## config.mk

```make
export PLATFORM = sky130hd
export DESIGN_NAME = uart_rx_fsm
export DESIGN_NICKNAME = d
export VERILOG_FILES = /design/src/rtl/uart_rx_pkg.sv /design/src/rtl/uart_rx_edge_bit_counter.sv /design/src/rtl/uart_rx_fsm.sv
export SDC_FILE = /design/constraint.sdc
export NUM_CORES = 1
export LEC_CHECK = 0
export CORE_AREA = 8 8 80 82
export DETAILED_ROUTE_END_ITERATION = 12
export DIE_AREA = 0 0 88 90
export GPL_TIMING_DRIVEN = 0
export SLEW_MARGIN = 10
export SYNTH_ARGS = -nofsm -noshare
export SYNTH_HDL_FRONTEND = slang
export SYNTH_SLANG_ARGS = --single-unit
```

## constraint.sdc

```tcl
create_clock -name i_clk -period 2.9 [get_ports i_clk]
set_input_delay 0.58 -clock i_clk [delete_from_list [all_inputs] [get_ports i_clk]]
set_output_delay 0.58 -clock i_clk [all_outputs]
set_load 0.05 [all_outputs]
```

## src/rtl/uart_rx_pkg.sv

```systemverilog
// Shared definitions for the UART receive sequencing controller:
// state encoding, check/evaluate edge offsets and legal oversampling ratios.
package uart_rx_pkg;

  typedef logic [2:0] state_t;

  localparam state_t ST_IDLE   = 3'd0;
  localparam state_t ST_START  = 3'd1;
  localparam state_t ST_DATA   = 3'd2;
  localparam state_t ST_PARITY = 3'd3;
  localparam state_t ST_STOP   = 3'd4;

  // Offsets from mid-bit (P/2): checkers are enabled at +2, their registered result is read at +3.
  localparam int E_CHK_OFS  = 2;
  localparam int E_EVAL_OFS = 3;

  localparam int PRESCALE_8  = 8;
  localparam int PRESCALE_16 = 16;
  localparam int PRESCALE_32 = 32;

endpackage

```

## src/rtl/uart_rx_edge_bit_counter.sv

```systemverilog
// Oversampling edge counter and data-bit position counter for the UART receiver.
// The edge counter wraps at prescale-1; the bit counter advances on request from the FSM.
module uart_rx_edge_bit_counter
  import uart_rx_pkg::*;
#(
  parameter int DATA_WIDTH = 8,
  parameter int PRESCALE_W = 6,
  parameter int BIT_W      = $clog2(DATA_WIDTH)
) (
  input  logic                  i_clk,
  input  logic                  i_rst_n,
  input  logic                  i_cnt_en,
  input  logic                  i_start,
  input  logic                  i_bit_clr,
  input  logic                  i_bit_inc,
  input  logic [PRESCALE_W-1:0] i_prescale,
  output logic [PRESCALE_W-1:0] o_edge_cnt,
  output logic [BIT_W-1:0]      o_bit_cnt,
  output logic                  o_edge_last,
  output logic                  o_bit_done
);

  logic [PRESCALE_W-1:0] edge_cnt_q, edge_cnt_d;
  logic [BIT_W-1:0]      bit_cnt_q, bit_cnt_d;
  logic                  edge_last;

  assign edge_last = (edge_cnt_q == i_prescale - PRESCALE_W'(1));

  always_comb begin
    edge_cnt_d = '0;
    // The start-detect cycle was edge 0, so the first START cycle is edge 1 whatever prescale says.
    if (i_cnt_en) begin
      if (i_start)        edge_cnt_d = PRESCALE_W'(1);
      else if (edge_last) edge_cnt_d = '0;
      else                edge_cnt_d = edge_cnt_q + PRESCALE_W'(1);
    end
  end

  always_comb begin
    bit_cnt_d = bit_cnt_q;
    if (i_bit_clr)      bit_cnt_d = '0;
    else if (i_bit_inc) bit_cnt_d = bit_cnt_q + BIT_W'(1);
  end

  always_ff @(posedge i_clk or negedge i_rst_n) begin
    if (!i_rst_n) begin
      edge_cnt_q <= '0;
      bit_cnt_q  <= '0;
    end else begin
      edge_cnt_q <= edge_cnt_d;
      bit_cnt_q  <= bit_cnt_d;
    end
  end

  assign o_edge_cnt  = edge_cnt_q;
  assign o_bit_cnt   = bit_cnt_q;
  assign o_edge_last = edge_last;
  assign o_bit_done  = edge_last && (bit_cnt_q == BIT_W'(DATA_WIDTH - 1));

endmodule

```

## src/rtl/uart_rx_fsm.sv

```systemverilog
// UART receive sequencing controller: detects the start edge, pulses the checker and
// deserializer enables at the right oversampling edge, and strobes the frame verdict.
module uart_rx_fsm
  import uart_rx_pkg::*;
#(
  parameter int DATA_WIDTH = 8,
  parameter int PRESCALE_W = 6
) (
  input  logic                          i_clk,
  input  logic                          i_rst_n,
  input  logic                          i_rx_in,
  input  logic                          i_par_en,
  input  logic [PRESCALE_W-1:0]         i_prescale,
  input  logic                          i_start_glitch,
  input  logic                          i_parity_err,
  input  logic                          i_stop_bit_checked,
  output logic                          o_data_samp_en,
  output logic                          o_start_check_en,
  output logic                          o_parity_check_en,
  output logic                          o_stop_check_en,
  output logic                          o_deser_en,
  output logic [$clog2(DATA_WIDTH)-1:0] o_bit_idx,
  output logic                          o_data_valid,
  output logic                          o_parity_error,
  output logic                          o_framing_error
);

  localparam int BIT_W = $clog2(DATA_WIDTH);

  state_t                state_q, state_d;
  logic [PRESCALE_W-1:0] prescale_q, prescale_d;
  logic                  par_en_q, par_en_d;
  logic                  par_fail_q, par_fail_d;
  logic                  stop_ok_q, stop_ok_d;

  logic [PRESCALE_W-1:0] edge_cnt;
  logic [BIT_W-1:0]      bit_cnt;
  logic                  edge_last, bit_done;
  logic [PRESCALE_W-1:0] e_chk, e_eval;
  logic                  at_chk, at_eval, idle_start, stop_end, stop_ok_eff;

  assign e_chk      = (prescale_q >> 1) + PRESCALE_W'(E_CHK_OFS);
  assign e_eval     = (prescale_q >> 1) + PRESCALE_W'(E_EVAL_OFS);
  assign at_chk     = (edge_cnt == e_chk);
  assign at_eval    = (edge_cnt == e_eval);
  assign idle_start = (state_q == ST_IDLE) && !i_rx_in;

  uart_rx_edge_bit_counter #(
    .DATA_WIDTH (DATA_WIDTH),
    .PRESCALE_W (PRESCALE_W),
    .BIT_W      (BIT_W)
  ) u_cnt (
    .i_clk       (i_clk),
    .i_rst_n     (i_rst_n),
    .i_cnt_en    (state_d != ST_IDLE),
    .i_start     (idle_start),
    .i_bit_clr   (state_q != ST_DATA),
    .i_bit_inc   ((state_q == ST_DATA) && edge_last && !bit_done),
    .i_prescale  (prescale_q),
    .o_edge_cnt  (edge_cnt),
    .o_bit_cnt   (bit_cnt),
    .o_edge_last (edge_last),
    .o_bit_done  (bit_done)
  );

  always_comb begin
    state_d    = state_q;
    prescale_d = prescale_q;
    par_en_d   = par_en_q;
    par_fail_d = par_fail_q;
    stop_ok_d  = stop_ok_q;
    case (state_q)
      ST_IDLE: begin
        prescale_d = i_prescale;
        par_en_d   = i_par_en;
        if (!i_rx_in) state_d = ST_START;
      end
      ST_START: begin
        // With P=8 the evaluate edge is also the last edge; a glitch must win.
        if (at_eval && i_start_glitch) state_d = ST_IDLE;
        else if (edge_last)            state_d = ST_DATA;
      end
      ST_DATA: begin
        if (bit_done) state_d = par_en_q ? ST_PARITY : ST_STOP;
      end
      ST_PARITY: begin
        if (at_eval)   par_fail_d = i_parity_err;
        if (edge_last) state_d    = ST_STOP;
      end
      ST_STOP: begin
        if (at_eval) stop_ok_d = i_stop_bit_checked;
        if (edge_last) begin
          state_d    = ST_IDLE;
          par_fail_d = 1'b0;
        end
      end
      default: state_d = ST_IDLE;
    endcase
  end

  always_ff @(posedge i_clk or negedge i_rst_n) begin
    if (!i_rst_n) begin
      state_q    <= ST_IDLE;
      prescale_q <= PRESCALE_W'(PRESCALE_8);
      par_en_q   <= 1'b0;
      par_fail_q <= 1'b0;
      stop_ok_q  <= 1'b0;
    end else begin
      state_q    <= state_d;
      prescale_q <= prescale_d;
      par_en_q   <= par_en_d;
      par_fail_q <= par_fail_d;
      stop_ok_q  <= stop_ok_d;
    end
  end

  // When the evaluate edge coincides with the last edge (P=8) the stop result is used directly.
  assign stop_ok_eff = at_eval ? i_stop_bit_checked : stop_ok_q;
  assign stop_end    = (state_q == ST_STOP) && edge_last;

  assign o_data_samp_en    = (state_q != ST_IDLE) || (idle_start && i_rst_n);
  assign o_start_check_en  = (state_q == ST_START)  && at_chk;
  assign o_deser_en        = (state_q == ST_DATA)   && at_chk;
  assign o_parity_check_en = (state_q == ST_PARITY) && at_chk;
  assign o_stop_check_en   = (state_q == ST_STOP)   && at_chk;
  assign o_bit_idx         = (state_q == ST_DATA) ? bit_cnt : '0;
  assign o_framing_error   = stop_end && !stop_ok_eff;
  assign o_parity_error    = stop_end && stop_ok_eff && par_fail_q;
  assign o_data_valid      = stop_end && stop_ok_eff && !par_fail_q;

endmodule

```

After elaboration in Yosys (flattened, before gate mapping)

Cells that the tools add are included.

Multiplexer cells: 18
Equal/unequal tests: 11
Reduce and logical (&&, ||, !) cells: 26
$add $sub $neg: 5

Operators with widths:

| kind                                             | number |
|---|---|
| 2-to-1 mux 3 bit                                 | 10 |
| == test 6 bit                                    | 3 |
| 2-to-1 mux 6 bit                                 | 3 |
| logical AND 1 bit                                | 15 |
| case mux 3 bit (5 select lines)                  | 1 |
| adder 5 x 2 -> 6 bit, second input constant      | 2 |
| adder 6 x 1 -> 6 bit, second input constant      | 1 |
| == test 3 x 2 -> 1 bit, second input constant    | 2 |
| == test 3 bit, second input constant             | 2 |
| nonzero test 3 bit                               | 2 |
| subtractor 6 x 1 -> 6 bit, second input constant | 1 |
| logical NOT 1 bit                                | 4 |
| != test 2 bit, second input constant             | 2 |
| nonzero test 2 bit                               | 2 |
| adder 3 x 1 -> 3 bit, second input constant      | 1 |
| == test 3 x 1 -> 1 bit, second input constant    | 1 |
| logical NOT 3 bit                                | 1 |
| 2-to-1 mux 1 bit                                 | 3 |
| != test 3 x 2 -> 1 bit, second input constant    | 1 |
| AND reduction 3 bit                              | 1 |
| case mux 1 bit (2 select lines)                  | 1 |
| logical OR 1 bit                                 | 1 |

Word-level logic and storage cells: 67
Output and inout bits: 11
Register bits: 21
Input bits: 13

Longest topological paths before layout

Gate-level depths: netlist of the first run.

Depth after elaboration: 7
Gate-level depth with buffers: 11
Mapped depth without buffers: 8

Hierarchy

Synthesis of the first run repeated with hierarchy kept, for this count alone.

Cell total of the unflattened synthesis: 184
Area total of the unflattened synthesis: 1,600.3 um^2

By module, submodules not included:

| module                   | area an instance (um^2) | cells each | times used | sequential area each (um^2) |
|---|---|---|---|---|
| uart_rx_fsm              | 940.9                   | 117        | 1          | 301.5 |
| uart_rx_edge_bit_counter | 659.4                   | 67         | 1          | 225.2 |

Worst setup path after synthesis of the first run

No wires, ideal clock.

Path kind: flip-flop to output port
Start point: reg prescale_q[2]
End point: out o_data_valid
Required time: 2.320 ns
Stages on the path, launching flop included: 10
Buffers on the path: 1
Arrival time: 3.120 ns
Slack: -0.800 ns
Path through: dfrtp_1 -> inv_1 -> ha_1 -> nor4b_1 -> xnor2_1 -> nand3_1 -> or4_4 -> buf_6 -> or2_4 -> nor3_1

Cells in the longest elaborated chain, start to end: 5
Elaborated cells on any way between the ends: 8
Classes of those cells: add/sub (2); eq/ne (2); mux (1); reduce/logical (3)

RTL lines:

| what                                                              | line                                              | text |
|---|---|---|
| start: declaration                                                | uart_rx_fsm.sv:31                                 | `logic [PRESCALE_W-1:0] prescale_q, prescale_d;` |
| start signal: assignment                                          | uart_rx_fsm.sv:104                                | `prescale_q <= PRESCALE_W'(PRESCALE_8);` |
| start signal: assignment                                          | uart_rx_fsm.sv:110                                | `prescale_q <= prescale_d;` |
| adder 5 x 2 -> 6 bit or subtractor 6 x 1 -> 6 bit (tied branches) | uart_rx_fsm.sv:43, uart_rx_edge_bit_counter.sv:27 |  |
| == test 6 bit (on tied branches)                                  | uart_rx_fsm.sv:45, uart_rx_edge_bit_counter.sv:27 |  |
| 2-to-1 mux 1 bit or logical AND 1 bit (tied branches)             | -                                                 |  |
| logical AND 1 bit * (2 in series)                                 | uart_rx_fsm.sv:129                                | `assign o_data_valid = stop_end && stop_ok_eff && !par_fail_q;` |
| end: declaration                                                  | uart_rx_fsm.sv:23                                 | `output logic o_data_valid,` |

Every way passes the cells marked *; elsewhere a longest branch is shown, timed or not.

Final worst setup path of the first run

Start point: reg prescale_q[3]
End point: out o_parity_error

Cells in the longest elaborated chain, start to end: 5
Elaborated cells on any way between the ends: 8
Classes of those cells: add/sub (2); eq/ne (2); mux (1); reduce/logical (3)

RTL lines:

| what                                                              | line                                              | text |
|---|---|---|
| adder 5 x 2 -> 6 bit or subtractor 6 x 1 -> 6 bit (tied branches) | uart_rx_fsm.sv:43, uart_rx_edge_bit_counter.sv:27 |  |
| == test 6 bit (on tied branches)                                  | uart_rx_fsm.sv:45, uart_rx_edge_bit_counter.sv:27 |  |
| 2-to-1 mux 1 bit or logical AND 1 bit (tied branches)             | -                                                 |  |
| logical AND 1 bit * (2 in series)                                 | uart_rx_fsm.sv:128                                | `assign o_parity_error = stop_end && stop_ok_eff && par_fail_q;` |
| end: declaration                                                  | uart_rx_fsm.sv:24                                 | `output logic o_parity_error,` |

Marks and branches as above.

==> results of run 1 <==
[stage by stage]
stage | std cells | util, % | setup TNS [ns]
2_1_floorplan | 165 | - | -0.158
3_3_place_gp | 260 | 36.4 | -3.67
3_5_place_dp | 260 | 36.4 | -3.70
4_1_cts | 275 | 39.7 | -0.598
5_1_grt | 275 | 39.9 | -0.962
6_report | 275 | 39.9 | -0.509
[how the worst min path moves through the flow]
stage / from / end / cells past startpoint
6_report: i_rst_n / u_cnt.o_edge_cnt[2]$_DFF_PN0_ / 1
3_3_place_gp: stop_ok_q$_DFFE_PN0P_ / stop_ok_q$_DFFE_PN0P_ / 1
4_1_cts: i_rst_n / u_cnt.o_edge_cnt[0]$_DFF_PN0_ / 1
3_5_place_dp: stop_ok_q$_DFFE_PN0P_ / stop_ok_q$_DFFE_PN0P_ / 1
5_1_grt: i_rst_n / prescale_q[5]$_DFFE_PN0N_ / 1
2_1_floorplan: i_rst_n / par_en_q$_DFFE_PN0N_ / 0
[placed cells by master (no fill, tap or decap), types with 2 or more instances in the layout]
cell type                          n
sky130_fd_sc_hd__a211o_1           2
sky130_fd_sc_hd__a21oi_1           2
sky130_fd_sc_hd__and2_1            3
sky130_fd_sc_hd__buf_12            2
sky130_fd_sc_hd__buf_2             3
sky130_fd_sc_hd__buf_4            11
sky130_fd_sc_hd__buf_6             6
sky130_fd_sc_hd__clkbuf_4          2
sky130_fd_sc_hd__clkbuf_8          3
sky130_fd_sc_hd__clkdlybuf4s50_1  11
sky130_fd_sc_hd__dfrtp_1          19
sky130_fd_sc_hd__dlymetal6s2s_1    3
sky130_fd_sc_hd__ha_1              6
sky130_fd_sc_hd__ha_4              3
sky130_fd_sc_hd__inv_1             4
sky130_fd_sc_hd__inv_2             2
sky130_fd_sc_hd__inv_4             2
sky130_fd_sc_hd__mux2_2            2
sky130_fd_sc_hd__nand2_1          14
sky130_fd_sc_hd__nand2b_1          3
sky130_fd_sc_hd__nand3_1           6
sky130_fd_sc_hd__nor2_1           13
sky130_fd_sc_hd__nor2b_1           2
sky130_fd_sc_hd__nor3_2            3
sky130_fd_sc_hd__nor3b_4           2
sky130_fd_sc_hd__o211ai_1          2
sky130_fd_sc_hd__o21ai_0           9
sky130_fd_sc_hd__o21ai_1           6
sky130_fd_sc_hd__o31ai_1           3
sky130_fd_sc_hd__or3_1             2
sky130_fd_sc_hd__xnor2_1           8
sky130_fd_sc_hd__xor2_1           14
[registers in the layout (all words and copies together), names as in the netlist]
signal and count:
state_q 3, par_en_q 1, u_cnt.o_edge_cnt 6, par_fail_q 1, u_cnt.o_bit_cnt 3, prescale_q 6, stop_ok_q 1
[power by group]
| part | internal (mW) | switching [mW] | total, mW |
|---|---|---|---|
| Sequential | 0.402 | 0.0979 | 0.500 |
| Combinational | 0.663 | 0.740 | 1.40 |
| Clock | 0.0956 | 0.0969 | 0.193 |
[cells by family after synthesis]
group                      count (synthesis)
adders and majority gates                  9
and+or+nand+nor                           59
muxes                                      5
xor gates and xnor gates                  22
buffers and inverters                     16
DFF                                       21
AOI/OAI and AO/OA                         33
[Yosys cell counts, types with 2 or more instances]
cell type                  instances  area [um2]
sky130_fd_sc_hd__a211o_1           2        17.5
sky130_fd_sc_hd__a21oi_1           3        15.0
sky130_fd_sc_hd__and2_1            4        25.0
sky130_fd_sc_hd__buf_2             2        10.0
sky130_fd_sc_hd__buf_4             2        15.0
sky130_fd_sc_hd__buf_6             2        22.5
sky130_fd_sc_hd__clkbuf_1          2        7.51
sky130_fd_sc_hd__dfrtp_1          20         500
sky130_fd_sc_hd__ha_1              9         113
sky130_fd_sc_hd__inv_1             8        30.0
sky130_fd_sc_hd__mux2_2            2        22.5
sky130_fd_sc_hd__mux2i_1           2        20.0
sky130_fd_sc_hd__nand2_1          14        52.6
sky130_fd_sc_hd__nand2b_1          3        18.8
sky130_fd_sc_hd__nand3_1           6        30.0
sky130_fd_sc_hd__nor2_1           13        48.8
sky130_fd_sc_hd__nor2b_1           2        12.5
sky130_fd_sc_hd__nor3_1            5        25.0
sky130_fd_sc_hd__o211ai_1          2        15.0
sky130_fd_sc_hd__o21ai_0          10        50.1
sky130_fd_sc_hd__o21ai_1           6        30.0
sky130_fd_sc_hd__o31ai_1           3        22.5
sky130_fd_sc_hd__or3_1             2        12.5
sky130_fd_sc_hd__xnor2_1           8        70.1
sky130_fd_sc_hd__xor2_1           14         123
[what timing repair did]
action                                  CTS  global route
gates resized for setup                  56             5
pin swaps                                 6             2
setup buffers                            12             0
endpoints found under the setup margin    8            10
[layout make-up]
class	instances	area [um2]	area share [%]
Buffer	7	51.3	2.45
Clock buffer	3	41.3	1.97
Clock inverter	1	5.00	0.239
Inverter	8	35.0	1.68
Multi-Input combinational cell	128	995	47.6
Sequential cell	21	528	25.3
Tap cell	72	90.1	4.31
Timing Repair Buffer	35	345	16.5
[layer usage]
layer  wire length (um)  track usage [%]  vias to the layer above
met5                  0                0                        -
met4                 40             4.30                        0
met3                 87             1.36                        2
met2               1750             16.1                       17
met1               1730             12.8                      623
li1                   -                -                      647
[worst reg2reg max path: stages (launching register included)]
cell                       delay [ns]
sky130_fd_sc_hd__dfstp_2         0.54
sky130_fd_sc_hd__buf_6           0.12
sky130_fd_sc_hd__inv_4           0.04
sky130_fd_sc_hd__ha_4            0.14
sky130_fd_sc_hd__inv_2           0.04
sky130_fd_sc_hd__o21ai_2         0.06
sky130_fd_sc_hd__xnor2_1         0.12
sky130_fd_sc_hd__or4_4           0.55
sky130_fd_sc_hd__buf_4           0.18
sky130_fd_sc_hd__o21ai_1         0.25
sky130_fd_sc_hd__o21bai_1        0.11
==> impl_metrics.yaml, run 1 <==
status:
  result_of_the_run: "finished with violations"
  failed_checks: "setup timing"
setup_path:
  timing.rr.end: "u_cnt.o_edge_cnt[0]$_DFF_PN0_"
  path_max_fanout: 4
  highest_cell_delay_on_the_worst_timing_path_ns: 0.55
  startpoint_types: "flip-flop"
  critical_path.cell_chain: "buf_6 > inv_4 > ha_4 > inv_2 > o21ai_2 > xnor2_1 > or4_4 > or2_4 > nor3b_4 > buf_6"
  cpMostUsedCell: "sky130_fd_sc_hd__buf_6"
  cp-endpoint: "o_parity_error"
  timing_worst_setup_path_type: "reg2out"
  slowest_stage: "sky130_fd_sc_hd__or4_4"
  rrSetupSlack_ns: 0.61
  reg2reg_from: "prescale_q[3]$_DFFE_PN1N_"
  crit_buf_inv: 4
  cp_top_family: "simple AND/OR/NAND/NOR gates"
  crit_arrival_ns: 2.52
  endpoint_kind: "primary output"
  setup.worst_path.start: "prescale_q[3]$_DFFE_PN1N_"
  cp_data_required_time_ns: 2.32
  cp.depth: 10
  ff2ff_path_depth: 10
sta:
  slew-limit-headroom_pct: 61.6
  grt_setup_unrepaired: "true"
  fin_skew_ns: 0.00198
  max_freq_mhz: 323
  finalWorstPathRequiredPeriod_ns: 3.10
  worst_hold_slack_ns: 0.402
  layout_setup_ws_ns: -0.196
  worst_tran_pin_value_ns: 0.577
  hold_violations: 0
  min_period_over_period_pct: 107
  report.final.setup_viol: 3
  finalMaxSlewViolations: 0
yosys:
  seq_area_frac_synth_pct: 35.4
  yosys.cell_types.count: 44
  share_of_the_synthesized_netlist_area_taken_by_xor_and_xnor_gates_pct: 13.0
  synth_top_family_by_area: "simple AND/OR/NAND/NOR gates"
  synth_compound_area_share_pct: 13.8
  synth_flop_cell: "sky130_fd_sc_hd__dfrtp_1"
  synth_area_mm2: 0.00149
  async_reset_ff_share_pct: 100
  synth_fp_nets: 187
  number_of_warnings_printed_during_yosys_synthesis: 0
  synth_simple_gate_area_share_pct: 20.9
  number_of_enable_flip_flop_cells_after_synthesis: 0
  yosys_register_bits: 21
  synth.area.mux_share_pct: 3.62
  synthesis.area_per_instance_um2: 9.02
  yosys.area_share.adder_pct: 7.57
  syn_inst: 165
clocking:
  clock_tree.buffer_depth: 2
  htree_levels: 1
  cts_tree: "done"
  cts_buffers: 3
  hold_fix_buffers_cts: 0
  cts.root.buffer_cell: "sky130_fd_sc_hd__clkbuf_8"
  clkSinkCount: 21
  path_clk_slew_ns: 0.08
  insertion_delay_ns: 0.26
drt:
  iter_0_drt_violations: 90
  vias_per_cell: 4.69
  dr_total_vias: 1289
  detail_route.first_pass.iterations: 4
  drt.antenna.violating_nets: 0
  route.detailed.drc: 0
  drt_wl_total_um: 3610
  wl_per_cell_um: 13.1
floorplanning:
  floorplan.io_pins: 24
  row_count: 27
  start_util_pct: 28.4
  chipHeight_um: 90
  design.die.area_mm2: 0.00792
  fp.coreArea_mm2: 0.00524
  die_w_um: 88
grt:
  antenna_violations_before_repair: 0
  wire_length_of_the_first_global_routing_pass_um: 6420
  pin_count_of_the_biggest_net_entering_global_routing: 23
  grt_use_total_pct: 9.99
  global_route.overflow_total: 0
  number_of_global_route_vias_before_repair: 1364
final_layout:
  fin_area_mm2: 0.00209
  num_antenna_cells: 0
  drive_gt1_share_pct: 27.1
  flow.area_growth_from_synthesis_pct: 40.5
  fin_nets: 226
  fill_cells: 517
placement:
  place_area_mm2: 0.00191
  globalplace.congestion: 0.816
  hpwl_um: 2680
  detailedPlace.worstSlack_ns: -0.724
  port_buffers: 23
run:
  cap_viol_max_count: 0
pwr:
  fin_total_pwr_mw: 2.10
  p_per_area_mw_per_mm2: 1000
  static-leakage-power_nw: 0.944
  vdd_ir_drop_max_mv: 0.362
min_path:
  hp-class: "in2async"
Power figures use the tool's default switching activity.
==> run 2, diff against run 1 <==
Settings changed: CORE_AREA 8 8 80 82 to 8 8 94 70, DIE_AREA 0 0 88 90 to 0 0 102 78, HOLD_SLACK_MARGIN set to 0.1.
==> impl_metrics.yaml, run 2 (same netlist as run 1, synthesis figures left out) <==
sta:
  setup_tns_ns: -0.444
  worst_hold_slack_ns: 0.397
  finalMaxSlewViolations: 0
  report.final.setup_viol: 3
  worst_tran_pin_value_ns: 0.582
  fin_skew_ns: 0.00499
  slew-limit-headroom_pct: 61.2
  layout_setup_ws_ns: -0.206
  hold_violations: 0
  finalWorstPathRequiredPeriod_ns: 3.11
  max_freq_mhz: 322
  min_period_over_period_pct: 107
  grt_setup_unrepaired: "true"
clocking:
  cts.root.buffer_cell: "sky130_fd_sc_hd__clkbuf_8"
  htree_levels: 1
  clkSinkCount: 21
  clock_tree.buffer_depth: 2
  insertion_delay_ns: 0.27
  cts_buffers: 3
  path_clk_slew_ns: 0.08
  cts_tree: "done"
floorplanning:
  start_util_pct: 29.1
  chipHeight_um: 78
  floorplan.io_pins: 24
  row_count: 22
  design.die.area_mm2: 0.00796
  fp.coreArea_mm2: 0.00512
  die_w_um: 102
setup_path:
  cp.depth: 10
  cp_data_required_time_ns: 2.32
  crit_arrival_ns: 2.53
  ff2ff_path_depth: 12
  timing_worst_setup_path_type: "reg2out"
  path_max_fanout: 4
  cp_top_family: "simple AND/OR/NAND/NOR gates"
  cpMostUsedCell: "sky130_fd_sc_hd__buf_6"
  endpoint_kind: "primary output"
  crit_buf_inv: 4
  slowest_stage: "sky130_fd_sc_hd__dfstp_2"
  startpoint_types: "flip-flop"
  highest_cell_delay_on_the_worst_timing_path_ns: 0.56
  critical_path.cell_chain: "buf_6 > inv_6 > ha_4 > inv_2 > o21ai_2 > xnor2_1 > or4_4 > or2_4 > nor3b_4 > buf_6"
drt:
  vias_per_cell: 4.62
  drt_wl_total_um: 3620
  wl_per_cell_um: 13.1
  dr_total_vias: 1280
  route.detailed.drc: 0
  iter_0_drt_violations: 80
  detail_route.first_pass.iterations: 4
  drt.antenna.violating_nets: 0
final_layout:
  num_antenna_cells: 0
  fin_nets: 228
  fin_area_mm2: 0.00211
  drive_gt1_share_pct: 28.3
  mostFrequentLayoutCells: "19 x sky130_fd_sc_hd__dfrtp_1, 14 x sky130_fd_sc_hd__nand2_1, 14 x sky130_fd_sc_hd__buf_4"
  flow.area_growth_from_synthesis_pct: 41.5
  mostFrequentLayoutCell: "sky130_fd_sc_hd__dfrtp_1"
  final_core_utilization_pct: 41.1
  final_cell_count_no_fill: 277
placement:
  port_buffers: 23
  detailedPlace.worstSlack_ns: -0.742
  place_area_mm2: 0.00191
  globalplace.congestion: 0.835
  post-place-cells: 260
  hpwl_um: 2730
grt:
  wire_length_of_the_first_global_routing_pass_um: 6440
  global_route.overflow_total: 0
  number_of_global_route_vias_before_repair: 1342
  grt_use_total_pct: 10.2
  pin_count_of_the_biggest_net_entering_global_routing: 23
  antenna_violations_before_repair: 0
pwr:
  fin_total_pwr_mw: 2.10
  vdd_ir_drop_max_mv: 0.447
  p_per_area_mw_per_mm2: 997
  static-leakage-power_nw: 0.946
min_path:
  hp-class: "in2async"
status:
  failed_checks: "setup timing"
  result_of_the_run: "finished with violations"
run:
  cap_viol_max_count: 0
-- run 2: cell types whose count changed in the layout (fill, tap and decap cells not counted) --
cell,delta
sky130_fd_sc_hd__xor2_2,+1
sky130_fd_sc_hd__xor2_1,-1
sky130_fd_sc_hd__clkbuf_4,+2
sky130_fd_sc_hd__buf_4,+3
sky130_fd_sc_hd__ha_2,+1
sky130_fd_sc_hd__a21oi_2,-1
sky130_fd_sc_hd__inv_4,-1
sky130_fd_sc_hd__a21oi_4,+1
sky130_fd_sc_hd__inv_6,+1
sky130_fd_sc_hd__ha_4,-1
sky130_fd_sc_hd__buf_2,-2
sky130_fd_sc_hd__buf_12,-1
-- run 2: timing repair --
item / 4_1_cts / 5_1_grt
setup buffers: 13 / 2
cloned: 0 / 0
pin swaps: 6 / 5
gates resized for setup: 56 / 12
hold buffers: 0 / 0
setup endpoints to repair: 8 / 11
-- run 2: path summary, 6_finish.rpt --
check                                     startpoint                            end  slack, ns
hold / removal                               i_rst_n      prescale_q[1]$_DFFE_PN0N_       0.40
max in group asynchronous                    i_rst_n      prescale_q[2]$_DFFE_PN0N_       2.09
setup reg to reg           prescale_q[3]$_DFFE_PN1N_  u_cnt.o_edge_cnt[0]$_DFF_PN0_       0.35
hold reg to reg                stop_ok_q$_DFFE_PN0P_          stop_ok_q$_DFFE_PN0P_       0.56
min in group i_clk             stop_ok_q$_DFFE_PN0P_          stop_ok_q$_DFFE_PN0P_       0.56
setup / recovery           prescale_q[3]$_DFFE_PN1N_                 o_parity_error      -0.21
-- run 2: worst register-to-register path: cells and delay by family (launching register included) --
family | cells | cell delay [ns]
compound gates | 3 | 0.43
xor+xnor | 1 | 0.12
fa+ha+maj | 1 | 0.14
buf+inv | 6 | 0.63
flops | 1 | 0.56
simple gates | 1 | 0.54
-- run 2: power by group --
part	switching (mW)	total, mW	internal, mW
sequential	0.103	0.506	0.403
combinational	0.736	1.40	0.662
clock	0.0997	0.196	0.0959
total	0.939	2.10	1.16
-- run 2: routing by layer --
metal	routed length [um]	vias up	track usage [%]
met3	260	6	4.10
met2	1460	30	14.4
li1	-	653	-
met4	46	0	2.48
met5	0	-	0
met1	1850	591	13.9
-- run 2: cell type report --
class | count | area, um2
clock buffer | 3 | 41.3
inverter | 8 | 37.5
sequential | 21 | 528
multi-input combinational | 128 | 1000
clock inverter | 1 | 5.00
fill | 519 | 3010
timing repair buffer | 38 | 364
tap | 72 | 90.1
buffer | 6 | 40.0
==> run 3, diff against run 2 <==
Settings changed: ABC_CLOCK_PERIOD_IN_PS set to 2900.
==> results of run 3 <==
No change in the layout: final DEF, timing and power equal those of run 2.
